--- config.mk ---
export PLATFORM = sky130hd
export DESIGN_NAME = run_controller_flat
export DESIGN_NICKNAME = d
export VERILOG_FILES = /design/src/rtl/run_controller_if.sv /design/src/rtl/run_controller.sv /design/src/flat_wrapper.sv
export SDC_FILE = /design/constraint.sdc
export NUM_CORES = 1
export LEC_CHECK = 0
export CORE_MARGIN = 5
export CORE_UTILIZATION = 62
export DETAILED_ROUTE_END_ITERATION = 10
export DONT_BUFFER_PORTS = 1
export PLACE_DENSITY = 0.89
export SLEW_MARGIN = 20
export SYNTH_ARGS = -nofsm -noshare
export SYNTH_HDL_FRONTEND = slang
export SYNTH_SLANG_ARGS = --single-unit
--- constraint.sdc ---
create_clock -name clk -period 2.65 [get_ports clk]
set_clock_uncertainty 0.05 [all_clocks]
set_input_delay 0.265 -clock clk [delete_from_list [all_inputs] [get_ports clk]]
set_output_delay 0.265 -clock clk [all_outputs]
set_load 0.02 [all_outputs]
--- src/rtl/run_controller_if.sv ---
`default_nettype none
// +----------------------------------------------------------------------+
// | run_controller_if : player-datapath control bundle for run_controller |
// | Revision 1.0                                                          |
// +----------------------------------------------------------------------+
interface run_controller_if;
  logic       btn_flip;
  logic       btn_start;
  logic       hit;
  logic [8:0] height;
  logic [2:0] lines;
  logic       grav_dir;
  logic       freeze;
  logic       move_tick;
  logic       dead;
  logic [15:0] score;
  logic [1:0] state;

  modport master (
    output btn_flip, btn_start, hit, height, lines,
    input  grav_dir, freeze, move_tick, dead, score, state
  );

  modport slave (
    input  btn_flip, btn_start, hit, height, lines,
    output grav_dir, freeze, move_tick, dead, score, state
  );
endinterface
`default_nettype wire

--- src/rtl/run_controller.sv ---
`default_nettype none
// +----------------------------------------------------------------------+
// | run_controller : run/death lifecycle, movement tick and gravity flip  |
// | Revision 1.0                                                          |
// +----------------------------------------------------------------------+
module run_controller #(
  parameter int TICK_DIV  = 100000,
  parameter int BUF_TICKS = 8,
  parameter int FLOOR_MIN = 0,
  parameter int CEIL_MAX  = 420
) (
  input  logic             clk,
  input  logic             rst_n,
  run_controller_if.slave  bus
);

  localparam int CNT_W = (TICK_DIV > 1) ? $clog2(TICK_DIV) : 1;
  localparam int WIN_W = $clog2(BUF_TICKS + 1);

  localparam logic [CNT_W-1:0] c_tick_last = CNT_W'(TICK_DIV - 1);
  localparam logic [CNT_W-1:0] c_cnt_one   = CNT_W'(1);
  localparam logic [WIN_W-1:0] c_win_load  = WIN_W'(BUF_TICKS);
  localparam logic [WIN_W-1:0] c_win_one   = WIN_W'(1);
  localparam logic [8:0]       c_floor     = 9'(FLOOR_MIN);
  localparam logic [8:0]       c_ceil      = 9'(CEIL_MAX);
  localparam logic [15:0]      c_score_max = 16'hFFFF;

  typedef enum logic [1:0] {
    S_IDLE = 2'b00,
    S_RUN  = 2'b01,
    S_DEAD = 2'b10
  } state_t;

  state_t           r_state;
  logic [CNT_W-1:0] r_cnt;
  logic [WIN_W-1:0] r_win;
  logic             r_pend;
  logic             r_grav;
  logic [15:0]      r_score;
  logic             r_freeze;
  logic             r_dead;
  logic             r_tick;
  logic             r_flip_prev;
  logic             r_start_prev;

  state_t           w_state_nxt;
  logic [CNT_W-1:0] w_cnt_nxt;
  logic [WIN_W-1:0] w_win_nxt;
  logic             w_pend_nxt;
  logic             w_grav_nxt;
  logic [15:0]      w_score_nxt;
  logic             w_start_edge;
  logic             w_flip_edge;
  logic             w_grounded;
  logic             w_death;
  logic             w_tick;

  always_comb begin
    w_start_edge = bus.btn_start & ~r_start_prev;
    w_flip_edge  = bus.btn_flip  & ~r_flip_prev;
    // Resting positions depend on which way gravity pulls.
    if (r_grav) begin
      w_grounded = ((bus.height == 9'd180) & bus.lines[1]) |
                   ((bus.height == 9'd300) & bus.lines[2]);
    end else begin
      w_grounded = ((bus.height == 9'd120) & bus.lines[0]) |
                   ((bus.height == 9'd240) & bus.lines[1]);
    end
    w_death = bus.hit | (bus.height <= c_floor) | (bus.height >= c_ceil);
    w_tick  = (r_state == S_RUN) && (r_cnt == c_tick_last);
  end

  always_comb begin
    w_state_nxt = r_state;
    w_cnt_nxt   = r_cnt;
    w_win_nxt   = r_win;
    w_pend_nxt  = r_pend;
    w_grav_nxt  = r_grav;
    w_score_nxt = r_score;
    case (r_state)
      S_IDLE: begin
        w_cnt_nxt = '0;
        if (w_start_edge) begin
          w_state_nxt = S_RUN;
          w_score_nxt = '0;
          w_grav_nxt  = 1'b0;
          w_pend_nxt  = 1'b0;
        end
      end
      S_RUN: begin
        if (w_death) begin
          w_state_nxt = S_DEAD;
          w_cnt_nxt   = '0;
          w_pend_nxt  = 1'b0;
        end else begin
          w_cnt_nxt = w_tick ? '0 : (r_cnt + c_cnt_one);
          if (w_tick && (r_score != c_score_max)) begin
            w_score_nxt = r_score + 16'd1;
          end
          // Applying a flip beats reloading or ageing the press buffer.
          if ((r_pend | w_flip_edge) & w_grounded) begin
            w_grav_nxt = ~r_grav;
            w_pend_nxt = 1'b0;
          end else if (w_flip_edge) begin
            w_pend_nxt = 1'b1;
            w_win_nxt  = c_win_load;
          end else if (r_pend && w_tick) begin
            w_win_nxt = r_win - c_win_one;
            if (r_win == c_win_one) begin
              w_pend_nxt = 1'b0;
            end
          end
        end
      end
      S_DEAD: begin
        w_cnt_nxt  = '0;
        w_pend_nxt = 1'b0;
        if (w_start_edge) begin
          w_state_nxt = S_IDLE;
        end
      end
      default: begin
        w_state_nxt = S_IDLE;
        w_cnt_nxt   = '0;
        w_pend_nxt  = 1'b0;
      end
    endcase
  end

  always_ff @(posedge clk or negedge rst_n) begin
    if (!rst_n) begin
      r_state      <= S_IDLE;
      r_cnt        <= '0;
      r_win        <= '0;
      r_pend       <= 1'b0;
      r_grav       <= 1'b0;
      r_score      <= '0;
      r_freeze     <= 1'b1;
      r_dead       <= 1'b0;
      r_tick       <= 1'b0;
      r_flip_prev  <= 1'b0;
      r_start_prev <= 1'b0;
    end else begin
      r_state      <= w_state_nxt;
      r_cnt        <= w_cnt_nxt;
      r_win        <= w_win_nxt;
      r_pend       <= w_pend_nxt;
      r_grav       <= w_grav_nxt;
      r_score      <= w_score_nxt;
      r_freeze     <= (w_state_nxt != S_RUN);
      r_dead       <= (w_state_nxt == S_DEAD);
      r_tick       <= (w_state_nxt == S_RUN) && (w_cnt_nxt == c_tick_last);
      r_flip_prev  <= bus.btn_flip;
      r_start_prev <= bus.btn_start;
    end
  end

  assign bus.grav_dir  = r_grav;
  assign bus.freeze    = r_freeze;
  assign bus.dead      = r_dead;
  assign bus.move_tick = r_tick;
  assign bus.score     = r_score;
  assign bus.state     = r_state;

endmodule
`default_nettype wire

--- src/flat_wrapper.sv ---
// flat-port wrapper written by rule: the top's interface ports become plain ports
module run_controller_flat 
#(
  parameter int TICK_DIV  = 100000,
  parameter int BUF_TICKS = 8,
  parameter int FLOOR_MIN = 0,
  parameter int CEIL_MAX  = 420
)
  (clk, rst_n, bus_btn_flip, bus_btn_start, bus_hit, bus_height, bus_lines, bus_grav_dir, bus_freeze, bus_move_tick, bus_dead, bus_score, bus_state);
  run_controller_if bus_i ();
  input  logic clk;
  input  logic rst_n;
  input wire logic [$bits(bus_i.btn_flip)-1:0] bus_btn_flip;
  input wire logic [$bits(bus_i.btn_start)-1:0] bus_btn_start;
  input wire logic [$bits(bus_i.hit)-1:0] bus_hit;
  input wire logic [$bits(bus_i.height)-1:0] bus_height;
  input wire logic [$bits(bus_i.lines)-1:0] bus_lines;
  output wire logic [$bits(bus_i.grav_dir)-1:0] bus_grav_dir;
  output wire logic [$bits(bus_i.freeze)-1:0] bus_freeze;
  output wire logic [$bits(bus_i.move_tick)-1:0] bus_move_tick;
  output wire logic [$bits(bus_i.dead)-1:0] bus_dead;
  output wire logic [$bits(bus_i.score)-1:0] bus_score;
  output wire logic [$bits(bus_i.state)-1:0] bus_state;
  assign bus_i.btn_flip = bus_btn_flip;
  assign bus_i.btn_start = bus_btn_start;
  assign bus_i.hit = bus_hit;
  assign bus_i.height = bus_height;
  assign bus_i.lines = bus_lines;
  assign bus_grav_dir = bus_i.grav_dir;
  assign bus_freeze = bus_i.freeze;
  assign bus_move_tick = bus_i.move_tick;
  assign bus_dead = bus_i.dead;
  assign bus_score = bus_i.score;
  assign bus_state = bus_i.state;
  run_controller #(.TICK_DIV(TICK_DIV), .BUF_TICKS(BUF_TICKS), .FLOOR_MIN(FLOOR_MIN), .CEIL_MAX(CEIL_MAX)) u_core (.clk(clk), .rst_n(rst_n), .bus(bus_i));
endmodule
==> results of run 1 <==
-- layer usage --
layer,up-vias,global-route usage,share of wire
li1,1042,-,-
met1,1030,0.282,0.43
met2,88,0.349,0.47
met3,8,0.0515,0.082
met4,0,0.0835,0.011
met5,-,0,0
-- worst reg2reg max path, delay by kind of cell, from the launching register on --
| family | cells | cell delay, ns |
|---|---|---|
| compound gates | 1 | 0.11 |
| fa+ha+maj | 1 | 0.24 |
| simple gates | 5 | 1.63 |
| flops | 1 | 0.41 |
-- logic make-up (layout without fill, tap and decap cells) --
| kind of cell | after synthesis | count (layout) | synth area share |
|---|---|---|---|
| buffers and inverters | 23 | 34 | 0.0377 |
| AOI/OAI and AO/OA | 44 | 44 | 0.128 |
| xor gates and xnor gates | 30 | 30 | 0.0989 |
| muxes | 2 | 2 | 0.00800 |
| adders and majority gates | 4 | 4 | 0.0188 |
| and+or+nand+nor | 134 | 134 | 0.275 |
| DFF | 46 | 46 | 0.434 |
-- final cells by class --
class	count	share of cell area
sequential	46	0.396
tap	50	0.0215
clock inverter	1	0.0103
timing repair buffer	16	0.0507
multi-input combinational	214	0.483
clock buffer	7	0.0262
inverter	10	0.0129
-- report_power, final --
group | switching [mW] | internal (mW) | leakage [nW]
sequential | 0.0714 | 0.771 | 0.624
clock | 0.224 | 0.282 | 0.0524
combinational | 0.254 | 0.137 | 0.477
-- path summary, 6_finish.rpt --
path	endpoint	slack [ns]	startpoint
max	u_core.r_win[3]	0.11	u_core.r_cnt[0]
min	u_core.bus.grav_dir	0.13	bus_height[2]
max reg2reg	u_core.r_win[3]	0.11	u_core.r_cnt[0]
min reg2reg	u_core.r_pend	0.46	u_core.r_pend
max in group asynchronous	u_core.bus.freeze	1.87	rst_n
min in group asynchronous	u_core.bus.dead	0.43	rst_n
-- cells in the final DEF, fill, tap and decap left out, types with 5 or more instances in the layout --
master / n
nand2_1: 22
nor3_1: 8
inv_1: 10
a211oi_1: 11
xor2_1: 8
clkbuf_8: 5
buf_4: 12
nand3_1: 8
nor2_1: 45
and3_1: 5
a21oi_1: 6
dfrtp_1: 45
nor4_1: 7
o21ai_0: 7
nand4_1: 10
xnor2_1: 22
-- state kept, by name (all words and copies together), names as in the netlist --
signal and flops:
u_core.bus.state 2, u_core.bus.move_tick 1, u_core.bus.score 16, u_core.bus.freeze 1
u_core.r_flip_prev 1, u_core.bus.dead 1, u_core.r_cnt 17, u_core.bus.grav_dir 1
u_core.r_pend 1, u_core.r_win 4, u_core.r_start_prev 1
-- through the flow --
stage	setup slack, ns	instance area (µm²)	power [mW]
2_1_floorplan	0.297	2660	1.12
3_3_place_gp	0.229	2750	1.20
3_5_place_dp	0.154	2750	1.22
4_1_cts	0.129	2910	1.75
5_1_grt	0.0248	2910	1.83
6_report	0.110	2910	1.74
==> results.md, run 1 <==
* Fin Hold WS at 0.128 ns
* RSZ-0062 raised after global routing: no
* Leading area contributor after synthesis: dfrtp_1
* Lkg Pwr at 1.15 nW
* Crit Path Category: reg -> reg
* Clock-pin transition on the worst setup and hold timing paths at 0.08 ns
* Fillers at 292
* Placer Congestion at 0.845
* I/O Buffers at 0
* Layout cells sized above 1 at 0.119
* Number of antenna violations at the first check in global routing at 0
* CTS tree: built
* Yosys Warn Count at 0
* Die area at 5700 µm²
* Worst Path Buf+Inv at 0
* FP Rows at 23
* Root Buffer: clkbuf_8
* Die height at 75.5 µm
* Nets@finish at 314
* Via count at 2168
* Antenna viol nets, final at 0
* DR vias/cell at 6.30
* Setup violators final at 0
* Die X at 75.5 µm
* Seq/Total Area, Yosys at 0.434
* Period utilization at 0.958
* Area contributors post-synth: dfrtp_1 (42%), xnor2_1 (7.3%), nor2_1 (6.4%)
* Post-Place Cells at 332
* Hold bufs inserted after CTS at 4
* Core Box Area at 4090 µm²
* Crit path max fanout at 6
* Gr ovfl total at 0
* Setup bufs post-CTS at 0
* Final Hold Viols at 0
* Delay-heaviest family, CP: simple AND/OR/NAND/NOR gates
* Largest net degree at the start of global routing at 47
* Worst-margin pin slew at 0.775 ns
* DR DRC count at 0
* Synth unique cells at 55
* WP data arrival at 2.68 ns
* First-pass GRT wire length at 9430 µm
* Synth Flop Type: dfrtp_1
* Layout Utilization at 0.712
* Max-slew violation count at 0
* Final HPWL DP at 4050 µm
* PostCTS Resize Cnt at 0
* Ys async rst share at 1.00
* Total CTS buffers at 5
* Synth top area share at 0.424
* CP Capture Type: flop
* Crit start category: flop
* Max Clock Freq at 0.394 GHz
* Pwr/cell area at 597 nW/µm²
* Max VDD drop at 0.322 mV
* Post-Layout Cell Count at 344
* H-tree lvl count at 2
* Critical Path, Cell by Cell: ha_1 > and4_2 > nand4_2 > or3_4 > or4_1 > or3_1 > o21a_1
* Register area at 1150 µm²
* Router iterations before antenna repair at 4
* Critical Path Stages at 7
* Drt first-iter violations at 197
* Fin Setup TNS at 0 ns
* Starting Density at 0.650
* Slowest-stage cell, CP: or4_1
* Hold Path Depth at 3
* DR WL/cell at 16.8 µm
* GRT Util Overall at 0.216
* Antenna cells at 0
* Multi-input combinational cell area at 1410 µm²
* Synth Area per Inst at 9.39 µm²
* Clk sink count at 46
* Post-Syn Nets at 304
* Worst reg-to-reg path cell count at 7
* Flops & latches, synth at 46
* Clk Latency, worst-skew pair at 0.29 ns
* Hold Crit Class: in -> reg
* P&R area growth vs syn at 9.56%
* Vias in the first global route at 2088
* CP required at 2.79 ns
* Status: complete, no violations
* CTS Buffer Depth at 2
* IO Pins at 39
* Minimum clock period at 2.54 ns
* Post-Syn Area at 2660 µm²
* CP max stage delay at 0.43 ns
* Syn Inst Count at 283
* Post-synth EDFFs at 0
* Drt total wl at 5760 µm
* Max Cap Viol at 0
* Slew Limit Headroom at 0.483
* Commonest cells post-synth: dfrtp_1 (45), nor2_1 (45), nand2_1 (22), xnor2_1 (22), a211oi_1 (11)
No activity file was read; power rests on OpenSTA's default activity.
==> run 2: changes to the inputs <==
--- a/config.mk
+++ b/config.mk
@@ -5,6 +5,7 @@
 export SDC_FILE = /design/constraint.sdc
 export NUM_CORES = 1
 export LEC_CHECK = 0
+export ABC_AREA = 1
 export CORE_MARGIN = 5
 export CORE_UTILIZATION = 62
 export DETAILED_ROUTE_END_ITERATION = 10
==> results.md, run 2 <==
* Status: complete, no violations
* Max-slew violation count at 0
* Core Box Area at 4750 µm²
* Router iterations before antenna repair at 4
* DR WL/cell at 12.9 µm
* Hold endpoint: u_core.r_pend
* Multi-input combinational cell area at 1660 µm²
* Setup ws final at 0.415 ns
* Crit start category: flop
* Die area at 6460 µm²
* FF-to-FF Start: u_core.bus.score[0]
* Number of antenna violations at the first check in global routing at 0
* P&R area growth vs syn at 7.01%
* IO Pins at 39
* Worst Hold Launch: bus_btn_flip
* Ys async rst share at 1.00
* Worst reg-to-reg path cell count at 10
* Antenna cells at 0
* Die height at 80.4 µm
* Post-Place Setup Slack at 0.473 ns
* Lkg Pwr at 1.51 nW
* Flops & latches, synth at 46
* Slew Limit Headroom at 0.691
* Internal reg-to-reg setup slack at 0.42 ns
* Worst R2R End: u_core.bus.score[13]
* Drt total wl at 6580 µm
* Fin Setup TNS at 0 ns
* Synth top area share at 0.367
* Hold Crit Class: in -> reg
* Leading area contributor after synthesis: dfrtp_1
* Layout cells sized above 1 at 0.163
* Root Buffer: clkbuf_8
* Clk sink count at 46
* CTS Buffer Depth at 2
* DR vias/cell at 5.28
* Largest net degree at the start of global routing at 47
* Final Hold Viols at 0
* Vias in the first global route at 2630
* Largest Register: u_core.r_cnt
* Starting Density at 0.646
* Synth Area per Inst at 7.11 µm²
* Max VDD drop at 0.575 mV
* Nets@finish at 461
* Gr ovfl total at 0
* Clock-pin transition on the worst setup and hold timing paths at 0.09 ns
* Drt first-iter violations at 127
* Post-Syn Area at 3070 µm²
* GRT Util Overall at 0.229
* Total CTS buffers at 5
* Commonest cells post-synth: nand2_1 (121), nor2_1 (59), inv_1 (50)
* CP Capture Type: flop
* Seq/Total Area, Yosys at 0.375
* Clk Latency, worst-skew pair at 0.30 ns
* Minimum clock period at 2.23 ns
* RSZ-0062 raised after global routing: no
* FP Rows at 25
* Commonest non-fill, non-tap cell in the layout: nand2_1
* CP required at 2.83 ns
* DR DRC count at 0
* Final HPWL DP at 5110 µm
* Worst-margin pin slew at 0.463 ns
* Placer Congestion at 0.937
* Via count at 2681
* Area contributors post-synth: dfrtp_1 (37%), nand2_1 (15%), nor2_1 (7.2%)
* Die X at 80.4 µm
* Synth Flop Type: dfrtp_1
* Hold Path Depth at 4
* Pwr/cell area at 538 nW/µm²
* H-tree lvl count at 2
* Setup violators final at 0
* Crit path max fanout at 16
* Setup bufs post-CTS at 0
* Most frequent cell after synthesis: nand2_1
* Crit Path Category: reg -> reg
* Post-synth EDFFs at 0
* Most frequent cells in the layout: nand2_1 (121), nor2_1 (59), inv_1 (50)
* Max reg flops at 17
* First-pass GRT wire length at 11600 µm
* CTS tree: built
* Fillers at 389
* Yosys Warn Count at 0
* Max Clock Freq at 0.447 GHz
* I/O Buffers at 0
* Max Cap Viol at 0
* Syn Inst Count at 432
* Antenna viol nets, final at 0
* WP data arrival at 2.41 ns
* Period utilization at 0.843
* Synth unique cells at 31
* Register area at 1150 µm²
* Post-Syn Nets at 453
==> run 2: cell count changes after synthesis, sizes merged, moves of 5 or more <==
cell and change:
nand2 +112, inv +48, and3 -6, o21ai +14
a211oi -11, xor2 +5, nor2 +27, xnor2 -20
nand3 +29, nor4 -8, and4 -5, or2 +12
clkbuf -6
==> run 2: worst max path at each step <==
stage | endpoint | depth (start not counted) | slack (ns) | from
after CTS | u_core.bus.score[13] | 10 | 0.43 | u_core.bus.score[0]
after floorplan | u_core.bus.score[12] | 7 | 0.91 | u_core.bus.score[0]
after detailed placement | u_core.bus.score[13] | 10 | 0.47 | u_core.bus.score[0]
after global routing | u_core.bus.score[10] | 10 | 0.25 | u_core.bus.score[0]
after global placement | u_core.bus.score[13] | 10 | 0.55 | u_core.bus.score[0]
final | u_core.bus.score[13] | 10 | 0.42 | u_core.bus.score[0]
==> run 2: per-layer routing <==
layer / wire length [µm] / up-vias / part of all wire / global-route usage
li1: - / 1363 / - / -
met1: 2860 / 1250 / 0.43 / 0.290
met2: 3290 / 58 / 0.50 / 0.392
met3: 352 / 10 / 0.054 / 0.0516
met4: 76 / 0 / 0.012 / 0.0625
met5: 0 / - / 0 / 0
==> run 2: stage by stage <==
stage / instances / cell area (µm²) / utilization / power, mW / hold slack, ns
after floorplan: 432 / 3070 / - / 1.24 / -0.0806
after global placement: 496 / 3140 / 0.660 / 1.30 / -0.0785
after global routing: 508 / 3290 / 0.691 / 1.89 / 0.205
final: 508 / 3290 / 0.691 / 1.77 / 0.174
after CTS: 508 / 3290 / 0.691 / 1.78 / 0.167
after detailed placement: 496 / 3140 / 0.660 / 1.32 / -0.0783
==> run 2: kinds of logic after synthesis <==
family / count (synthesis) / synth area share
AOI/OAI and AO/OA: 27 / 0.0623
xor gates and xnor gates: 15 / 0.0428
adders and majority gates: 4 / 0.0163
buffers and inverters: 63 / 0.0852
DFF: 46 / 0.375
and+or+nand+nor: 277 / 0.418
==> run 2: final cells by class <==
type	count	area share
Multi-Input combinational cell	323	0.504
Sequential cell	46	0.351
Inverter	59	0.0682
Clock buffer	7	0.0263
Tap cell	67	0.0255
Timing Repair Buffer	5	0.0236
Clock inverter	1	0.00152
==> run 2: timing repair <==
item | CTS | global route
gates resized for setup | 0 | 0
hold buffers | 4 | 0
setup endpoints to repair | 0 | 0
endpoints found under the hold margin | 48 | 0
==> run 2: where the power goes <==
group          internal (mW)  switching, mW
combinational          0.150          0.292
sequential             0.770          0.120
clock                  0.211          0.226
==> run 2: critical path, cell delays in order, from the launching register on <==
cell and delay (ns):
dfrtp_1 0.56, ha_1 0.28, nand2_2 0.11, inv_2 0.10, nand4_1 0.12, nor3_2 0.15, o21ai_2 0.09, nand2_2 0.34
buf_12 0.21, nand2_1 0.08, o21ai_2 0.07
